<file path="config.mk">
export PLATFORM = sky130hd
export DESIGN_NAME = id_operand_unit
export DESIGN_NICKNAME = d
export VERILOG_FILES = /design/src/rtl/id_operand_unit.sv
export SDC_FILE = /design/constraint.sdc
export NUM_CORES = 1
export LEC_CHECK = 0
export ABC_CLOCK_PERIOD_IN_PS = 49700
export CORE_AREA = 4 4 242 244
export CTS_CLUSTER_SIZE = 40
export DETAILED_ROUTE_END_ITERATION = 8
export DIE_AREA = 0 0 246 248
export PLACE_DENSITY = 0.48
export SLEW_MARGIN = 20
export SYNTH_ARGS = -nofsm -noshare
export SYNTH_HDL_FRONTEND = slang
export SYNTH_SLANG_ARGS = --single-unit
export TNS_END_PERCENT = 5
</file>
<file path="constraint.sdc">
create_clock -name clk -period 49.7 [get_ports clk]
set_clock_uncertainty 0.15 [all_clocks]
set_input_delay 9.94 -clock clk [delete_from_list [all_inputs] [get_ports clk]]
set_output_delay 9.94 -clock clk [all_outputs]
set_load 0.03 [all_outputs]
</file>
<file path="src/rtl/id_operand_unit.sv">
// Decode-stage operand unit: ID pipeline register, operand forwarding, load-use and long-op interlocks.
// Latency: one cycle from input handshake to out_valid when no hazard; operands resolved combinationally.
// Backpressure: holds the instruction while a hazard is pending or EXE refuses; in_allowin drops accordingly.
// Optional: define ID_PERF_CNT_EN to add the 32-bit stall_cycles counter output.
module id_operand_unit #(
    parameter int XLEN      = 32,
    parameter int NFWD      = 3,
    parameter int PAYLOAD_W = 168
) (
    input  logic                   clk,
    input  logic                   reset,
    input  logic                   in_valid,
    output logic                   in_allowin,
    input  logic [PAYLOAD_W-1:0]   in_payload,
    input  logic [4:0]             in_rs1,
    input  logic [4:0]             in_rs2,
    input  logic                   in_rs1_use,
    input  logic                   in_rs2_use,
    input  logic [4:0]             in_rd,
    input  logic                   in_rd_we,
    input  logic                   in_long,
    input  logic                   flush,
    output logic [4:0]             rf_raddr1,
    output logic [4:0]             rf_raddr2,
    input  logic [XLEN-1:0]        rf_rdata1,
    input  logic [XLEN-1:0]        rf_rdata2,
    input  logic [NFWD-1:0]        fwd_we,
    input  logic [5*NFWD-1:0]      fwd_dest,
    input  logic [XLEN*NFWD-1:0]   fwd_data,
    input  logic [NFWD-1:0]        fwd_ready,
    input  logic                   sb_clr_valid,
    input  logic [4:0]             sb_clr_addr,
`ifdef ID_PERF_CNT_EN
    output logic [31:0]            stall_cycles,
`endif
    output logic                   out_valid,
    input  logic                   out_allowin,
    output logic [PAYLOAD_W-1:0]   out_payload,
    output logic [XLEN-1:0]        out_rs1_val,
    output logic [XLEN-1:0]        out_rs2_val,
    output logic [4:0]             out_rd,
    output logic                   out_rd_we,
    output logic                   out_long
);

    // Stage register contents
    logic                 valid_q, valid_d;
    logic [PAYLOAD_W-1:0] payload_q;
    logic [4:0]           rs1_q, rs2_q, rd_q;
    logic                 rs1_use_q, rs2_use_q, rd_we_q, long_q;

    // Pending long-latency destinations; bit 0 never set
    logic [31:0]          sb_q, sb_d;

    logic [XLEN:0]        res1, res2;
    logic                 src1_blk, src2_blk, waw_blk, ready_go;
    logic                 load, issue;

    // Returns {ready, value}: r0 reads zero, youngest matching producer wins, else regfile.
    function automatic logic [XLEN:0] resolve(
        input logic [4:0]           idx,
        input logic [XLEN-1:0]      rf_val,
        input logic [NFWD-1:0]      we,
        input logic [5*NFWD-1:0]    dest,
        input logic [XLEN*NFWD-1:0] data,
        input logic [NFWD-1:0]      rdy
    );
        logic [XLEN:0] r;
        r = {1'b1, rf_val};
        // Scan oldest to youngest so the lowest index overrides
        for (int i = NFWD - 1; i >= 0; i--) begin
            if (we[i] && (dest[5*i +: 5] == idx)) begin
                r = {rdy[i], data[XLEN*i +: XLEN]};
            end
        end
        if (idx == 5'd0) begin
            r = {1'b1, {XLEN{1'b0}}};
        end
        return r;
    endfunction

    assign rf_raddr1 = rs1_q;
    assign rf_raddr2 = rs2_q;

    // Operand resolution and hazard detection on the held instruction
    always_comb begin
        res1     = resolve(rs1_q, rf_rdata1, fwd_we, fwd_dest, fwd_data, fwd_ready);
        res2     = resolve(rs2_q, rf_rdata2, fwd_we, fwd_dest, fwd_data, fwd_ready);
        src1_blk = rs1_use_q & (~res1[XLEN] | sb_q[rs1_q]);
        src2_blk = rs2_use_q & (~res2[XLEN] | sb_q[rs2_q]);
        waw_blk  = rd_we_q & (rd_q != 5'd0) & sb_q[rd_q];
        ready_go = ~(src1_blk | src2_blk | waw_blk);
    end

    assign out_valid   = valid_q & ready_go & ~flush;
    assign in_allowin  = ~valid_q | (ready_go & out_allowin);
    assign issue       = out_valid & out_allowin;
    assign load        = in_valid & in_allowin & ~flush;

    assign out_payload = payload_q;
    assign out_rs1_val = res1[XLEN-1:0];
    assign out_rs2_val = res2[XLEN-1:0];
    assign out_rd      = rd_q;
    assign out_rd_we   = rd_we_q;
    assign out_long    = long_q;

    // Next valid: flush kills the stage and any instruction offered alongside it
    always_comb begin
        valid_d = valid_q;
        if (flush) begin
            valid_d = 1'b0;
        end else if (in_allowin) begin
            valid_d = in_valid;
        end
    end

    // Scoreboard next state: clear first so a same-cycle set on the same register wins
    always_comb begin
        sb_d = sb_q;
        if (sb_clr_valid) begin
            sb_d[sb_clr_addr] = 1'b0;
        end
        if (issue && long_q && rd_we_q && (rd_q != 5'd0)) begin
            sb_d[rd_q] = 1'b1;
        end
        sb_d[0] = 1'b0;
    end

    // Control state with synchronous reset
    always_ff @(posedge clk) begin
        if (reset) begin
            valid_q <= 1'b0;
            sb_q    <= '0;
        end else begin
            valid_q <= valid_d;
            sb_q    <= sb_d;
        end
    end

    // Instruction fields captured on the input handshake; no reset needed
    always_ff @(posedge clk) begin
        if (load) begin
            payload_q <= in_payload;
            rs1_q     <= in_rs1;
            rs2_q     <= in_rs2;
            rs1_use_q <= in_rs1_use;
            rs2_use_q <= in_rs2_use;
            rd_q      <= in_rd;
            rd_we_q   <= in_rd_we;
            long_q    <= in_long;
        end
    end

`ifdef ID_PERF_CNT_EN
    logic [31:0] stall_cnt_q;

    // Count cycles a valid instruction is held by a hazard (flushed cycles excluded)
    always_ff @(posedge clk) begin
        if (reset) begin
            stall_cnt_q <= '0;
        end else if (valid_q && !ready_go && !flush) begin
            stall_cnt_q <= stall_cnt_q + 32'd1;
        end
    end

    assign stall_cycles = stall_cnt_q;
`endif

endmodule

</file>
---- Word-level counts from Yosys, hierarchy flattened ----
Cells that the tools add are included.
word-level totals
  flip-flop bits (word level) ............. 220
  latch bits .............................. 0
  RAM bits ................................ 0
  ROM bits ................................ 0
  input bits .............................. 379
  memories kept ........................... 0
operators by class
  add/sub/neg operators ................... 0
  multipliers ............................. 0
  divide/modulo/power cells ............... 0
  $lt $le $gt $ge ......................... 6
  equality and inequality tests ........... 6
  shift-type cells ........................ 0
  muxes and demuxes ....................... 20
  bitwise gates (word level) .............. 23
  reduce and logical (&&, ||, !) cells .... 15
operator list
  kind                                                        count
  two-way mux 33 bit                                          8
  two-way mux 32 bit                                          2
  AND 32 bit                                                  1
  NOT 32 bit                                                  1
  OR 32 bit                                                   1
  == test 5 bit                                               6
  less-than comparator 5 x 6 -> 1 bit, second input constant  4
  binary-select mux 1 bit (select 5 bit)                      3
  logical AND 1 bit                                           11
  AND 1 bit                                                   10
  demux 1 bit (select 5 bit)                                  2
  >= comparator 5 x 1 -> 1 bit, second input constant         2
  logical NOT 5 bit                                           2
  two-way mux 1 bit                                           5
  NOT 1 bit                                                   5
  OR 1 bit                                                    5
  nonzero test 5 bit                                          1
  OR reduction 2 bit                                          1

---- Logic depth before layout (Yosys ltp) ----
  word-level depth ........................ 19
  mapped depth ............................ 11
  depth with buffers taken out ............ 7

---- Worst setup path after synthesis ----
OpenSTA, ideal clock, no wires.
  path kind ............................... in2reg
  start ................................... input fwd_dest[4]
  end ..................................... register long_q, in the netlist out_long (enable)
  data arrival time ....................... 25.187 ns
  required time ........................... 48.534 ns
  slack ................................... 23.348 ns
  cell stages on the path ................. 8
  path through ............................ xor2_1 nor4_1 and3_1 a21oi_1 a211o_1 a221o_1 buf_6 o32ai_1
on the way
  cells in the longest elaborated chain, start to end .. 14
  elaborated cells between the ends (all ways) .. 21
  classes of those cells .................. 2 x eq/ne; 4 x mux; 13 x bitwise; 2 x reduce/logical
RTL lines
  what                          line    text
  start, declared               28      input logic [5*NFWD-1:0] fwd_dest,
  == test 5 bit                 72      if (we[i] && (dest[5*i +: 5] == idx)) begin
  logical AND 1 bit             72
  two-way mux 33 bit            72
  two-way mux 33 bit            76      if (idx == 5'd0) begin
  NOT 1 bit (on tied branches)  89, 90
  OR 1 bit (on tied branches)   89, 90
  AND 1 bit (on tied branches)  89, 90
  OR 1 bit (*) (2 in series)    92      ready_go = ~(src1_blk | src2_blk | waw_blk);
  NOT 1 bit (*)                 92
  AND 1 bit (*)                 96      assign in_allowin = ~valid_q | (ready_go & out_allowin);
  OR 1 bit (*)                  96
  AND 1 bit (*) (2 in series)   98      assign load = in_valid & in_allowin & ~flush;
  named net load                57      logic load, issue;
  end signal, assigned          150     long_q <= in_long;
  end, declared                 50      logic rs1_use_q, rs2_use_q, rd_we_q, long_q;
Mark *: on every way through the listed nets, which the timed path passes. The rest lies on a longest branch.
A chain may end at the register's enable or synchronous reset.

---- Final worst setup path ----
  start ................................... input fwd_dest[4]
  end ..................................... output in_allowin
on the way
  cells in the longest elaborated chain, start to end .. 12
  elaborated cells between the ends (all ways) .. 19
  classes of those cells .................. 2 x eq/ne; 4 x mux; 11 x bitwise; 2 x reduce/logical
RTL lines
  what                          line    text
  == test 5 bit                 72
  logical AND 1 bit             72
  two-way mux 33 bit            72
  two-way mux 33 bit            76
  NOT 1 bit (on tied branches)  89, 90
  OR 1 bit (on tied branches)   89, 90
  AND 1 bit (on tied branches)  89, 90
  OR 1 bit (*) (2 in series)    92
  NOT 1 bit (*)                 92
  AND 1 bit (*)                 96
  OR 1 bit (*)                  96
  end, declared                 13      output logic in_allowin,
Mark *: on every way between the ends. The rest lies on a longest branch, timed or not.

==> reports/qor.csv <==
metric;value;unit
Post-Synthesis Net Count;1314;
Worst slew margin;32.2;%
pwr dens;27.0;nW/um2
min-delay src;sb_q[4]$_SDFF_PP0_;
CP max stage delay;0.70;ns
critical path, cell by cell;clkdlybuf4s50_1 > xor2_1 > nor4_1 > and3_2 > buf_4 > a21oi_1 > a211o_1 > a221o_2 > buf_4 > o31ai_2 > clkdlybuf4s50_1;
wire length per cell;23.9;um
gr usage total;16.8;%
layout cells sized above 1;6.96;%
most area-consuming cells after synthesis;edfxtp_1, mux2i_1, dfxtp_1, nor2_1, a211oi_1;
Min-Delay Path Depth;2;
Post-CTS Repair Setup Buffers;0;
Worst R2R Setup Slack;44.04;ns
cts repair resizes;0;
CP required;39.61;ns
area leader, netlist;edfxtp_1;
Async S/R FF share, synth;0;%
worst-skew pair later-pin latency;0.54;ns
Routed Antenna Nets;0;
worst hold path class;reg2reg;
Residual DRC;0;
slowest CP cell;clkdlybuf4s50_1;
Initial Util;19.5;%
antenna violations before repair;21;
DIE HEIGHT;248;um
top-count cell post-synth;edfxtp_1;
synthesized area per cell;11.8;um2
grt ovf;0;
Hold Violations, Final;0;
Hold Buf Count CTS;0;
# rows;87;
CP Max Fanout;66;
#FFs+latches synth;219;
Longest Clk Path Bufs;3;
1st-pass router iterations;5;
Crit path max-delay family;buffers and inverters;
WL final;55300;um
Final Total Pwr;0.000508;W
area delta synth->final;70.8;%
top_reg_cell synth;edfxtp_1;
critical path type;in2out;
r2r endpoint;out_payload[88]$_DFFE_PP_;
Die W;246;um
Hold EP;sb_q[4]$_SDFF_PP0_;
TritonCTS clock tree;done;
GPL Wtd Cong;0.842;
number of DRC markers in iteration 0;471;
Final period util;48.1;%
Netlist cell types;50;
full die area;61000;um2
core area;56300;um2
PortBufs;629;
Post-synth EDFFs;187;
Final nets;1914;
Via density;4.43;
Synth Warn #;0;
Min Hold Slack;0.385;ns
Max Cap Violations;0;
Post-Syn Instances;935;
Setup crit end kind;primary output;
H-tree levels;1;
Commonest cells post-synth;edfxtp_1, nor2_1, mux2i_1, a21oi_1, a211oi_1;
clk sinks;219;
Ports;630;
share of the yosys chip area belonging to registers;56.9;%
Worst setup SP type;primary input;
HPWL after DPL;43900;um
minimum clock period;23.90;ns
final setup fails;0;
vias after detailed routing;10300;
Setup TNS Final;0;ns
Yosys top cell area share;51.1;%
first-pass GRT wire length;75600;um
Num CTS Buffers;24;
reg2reg start;rf_raddr1[2]$_DFFE_PP_;
leakage;6.64;nW
vias in the first global route;10500;
WP data arrival;13.81;ns
largest net degree at the start of global routing;70;
clk slew on worst S/H paths;0.06;ns
outcome;finished clean;
Layout fillers;5754;
Max Freq;41.8;MHz
maximum vdd drop;0.0275;mV
Reg2Reg Depth;11;
RSZ-0062 raised after global routing;no;
Slew Viols, Final;0;
slew at the pin with the worst max-slew slack;1.02;ns
Post-Syn Area;11000;um2
critical path startpoint;fwd_dest[4];
CTS root buffer;clkbuf_16;
CP Buf/Inv Count;4;
worst max path at each step:
stage                               endpoint  slack (ns)  depth (start not counted)
final                             in_allowin       25.80                         11
after global routing              in_allowin       25.68                         11
after CTS                         in_allowin       25.84                         11
after detailed placement          in_allowin       25.86                         11
after global placement            in_allowin       25.86                         11
after floorplan           out_long$_DFFE_PP_       23.35                          8
cell type report:
cell class | count | area [um2] | share of cell area (%)
Timing Repair Buffer | 647 | 6430 | 34.2
Tap cell | 756 | 946 | 5.04
Sequential cell | 219 | 6260 | 33.3
Clock inverter | 14 | 78.8 | 0.420
Multi-Input combinational cell | 636 | 4410 | 23.5
Clock buffer | 29 | 619 | 3.30
Inverter | 7 | 26.3 | 0.140
Antenna cell | 7 | 17.5 | 0.0933
state kept, by name, summed over array words and instances, names as in the netlist:
signal       count
out_long         1
out_rd           5
valid_q          1
out_payload    168
rf_raddr2        5
rs2_use_q        1
sb_q            31
rf_raddr1        5
rs1_use_q        1
out_rd_we        1
layer usage:
| metal | global-route usage (%) | part of all wire (%) |
|---|---|---|
| met1 | 17.0 | 34 |
| met4 | 7.02 | 3.9 |
| met2 | 30.8 | 51 |
| met5 | 0 | 0.31 |
| met3 | 6.74 | 10 |
metrics by stage:
step,cells,setup slack [ns],instance area (um2),utilization (%)
final,2315,25.80,18800,33.4
after global routing,2311,25.68,18800,33.4
after CTS,2308,25.84,18800,33.3
after detailed placement,2265,25.86,18100,32.1
after global placement,2265,25.86,18100,32.1
after floorplan,935,23.35,11000,-
cells in the final DEF (no fill, tap or decap), types with 26 or more instances in the layout:
master,n
nand2_1,26
o31ai_2,29
a211oi_1,66
a21oi_1,70
nand3_1,40
edfxtp_1,187
clkdlybuf4s50_1,629
mux2i_1,89
nor2_1,139
dfxtp_1,32
power breakdown:
part           internal (W)  leakage (nW)  switching, W
registers          0.000212          2.02    0.00000572
logic             0.0000599          4.27     0.0000690
clock network     0.0000888         0.348     0.0000723
total              0.000361          6.64      0.000147
worst min-delay path: stages, from the launching register on:
cell and delay (ns):
dfxtp_1 0.33, nand3b_1 0.10, o31ai_2 0.06
logic make-up (layout without fill, tap and decap cells):
| family | after synthesis | after routing | synth area share [%] |
|---|---|---|---|
| buffers and inverters | 80 | 697 | 3.55 |
| muxes | 103 | 103 | 10.6 |
| xor gates and xnor gates | 30 | 30 | 2.39 |
| other | 0 | 7 | 0 |
| AOI/OAI and AO/OA | 205 | 205 | 13.5 |
| DFF | 219 | 219 | 56.9 |
| and+or+nand+nor | 298 | 298 | 13.1 |
Power figures use the tool's default switching activity.
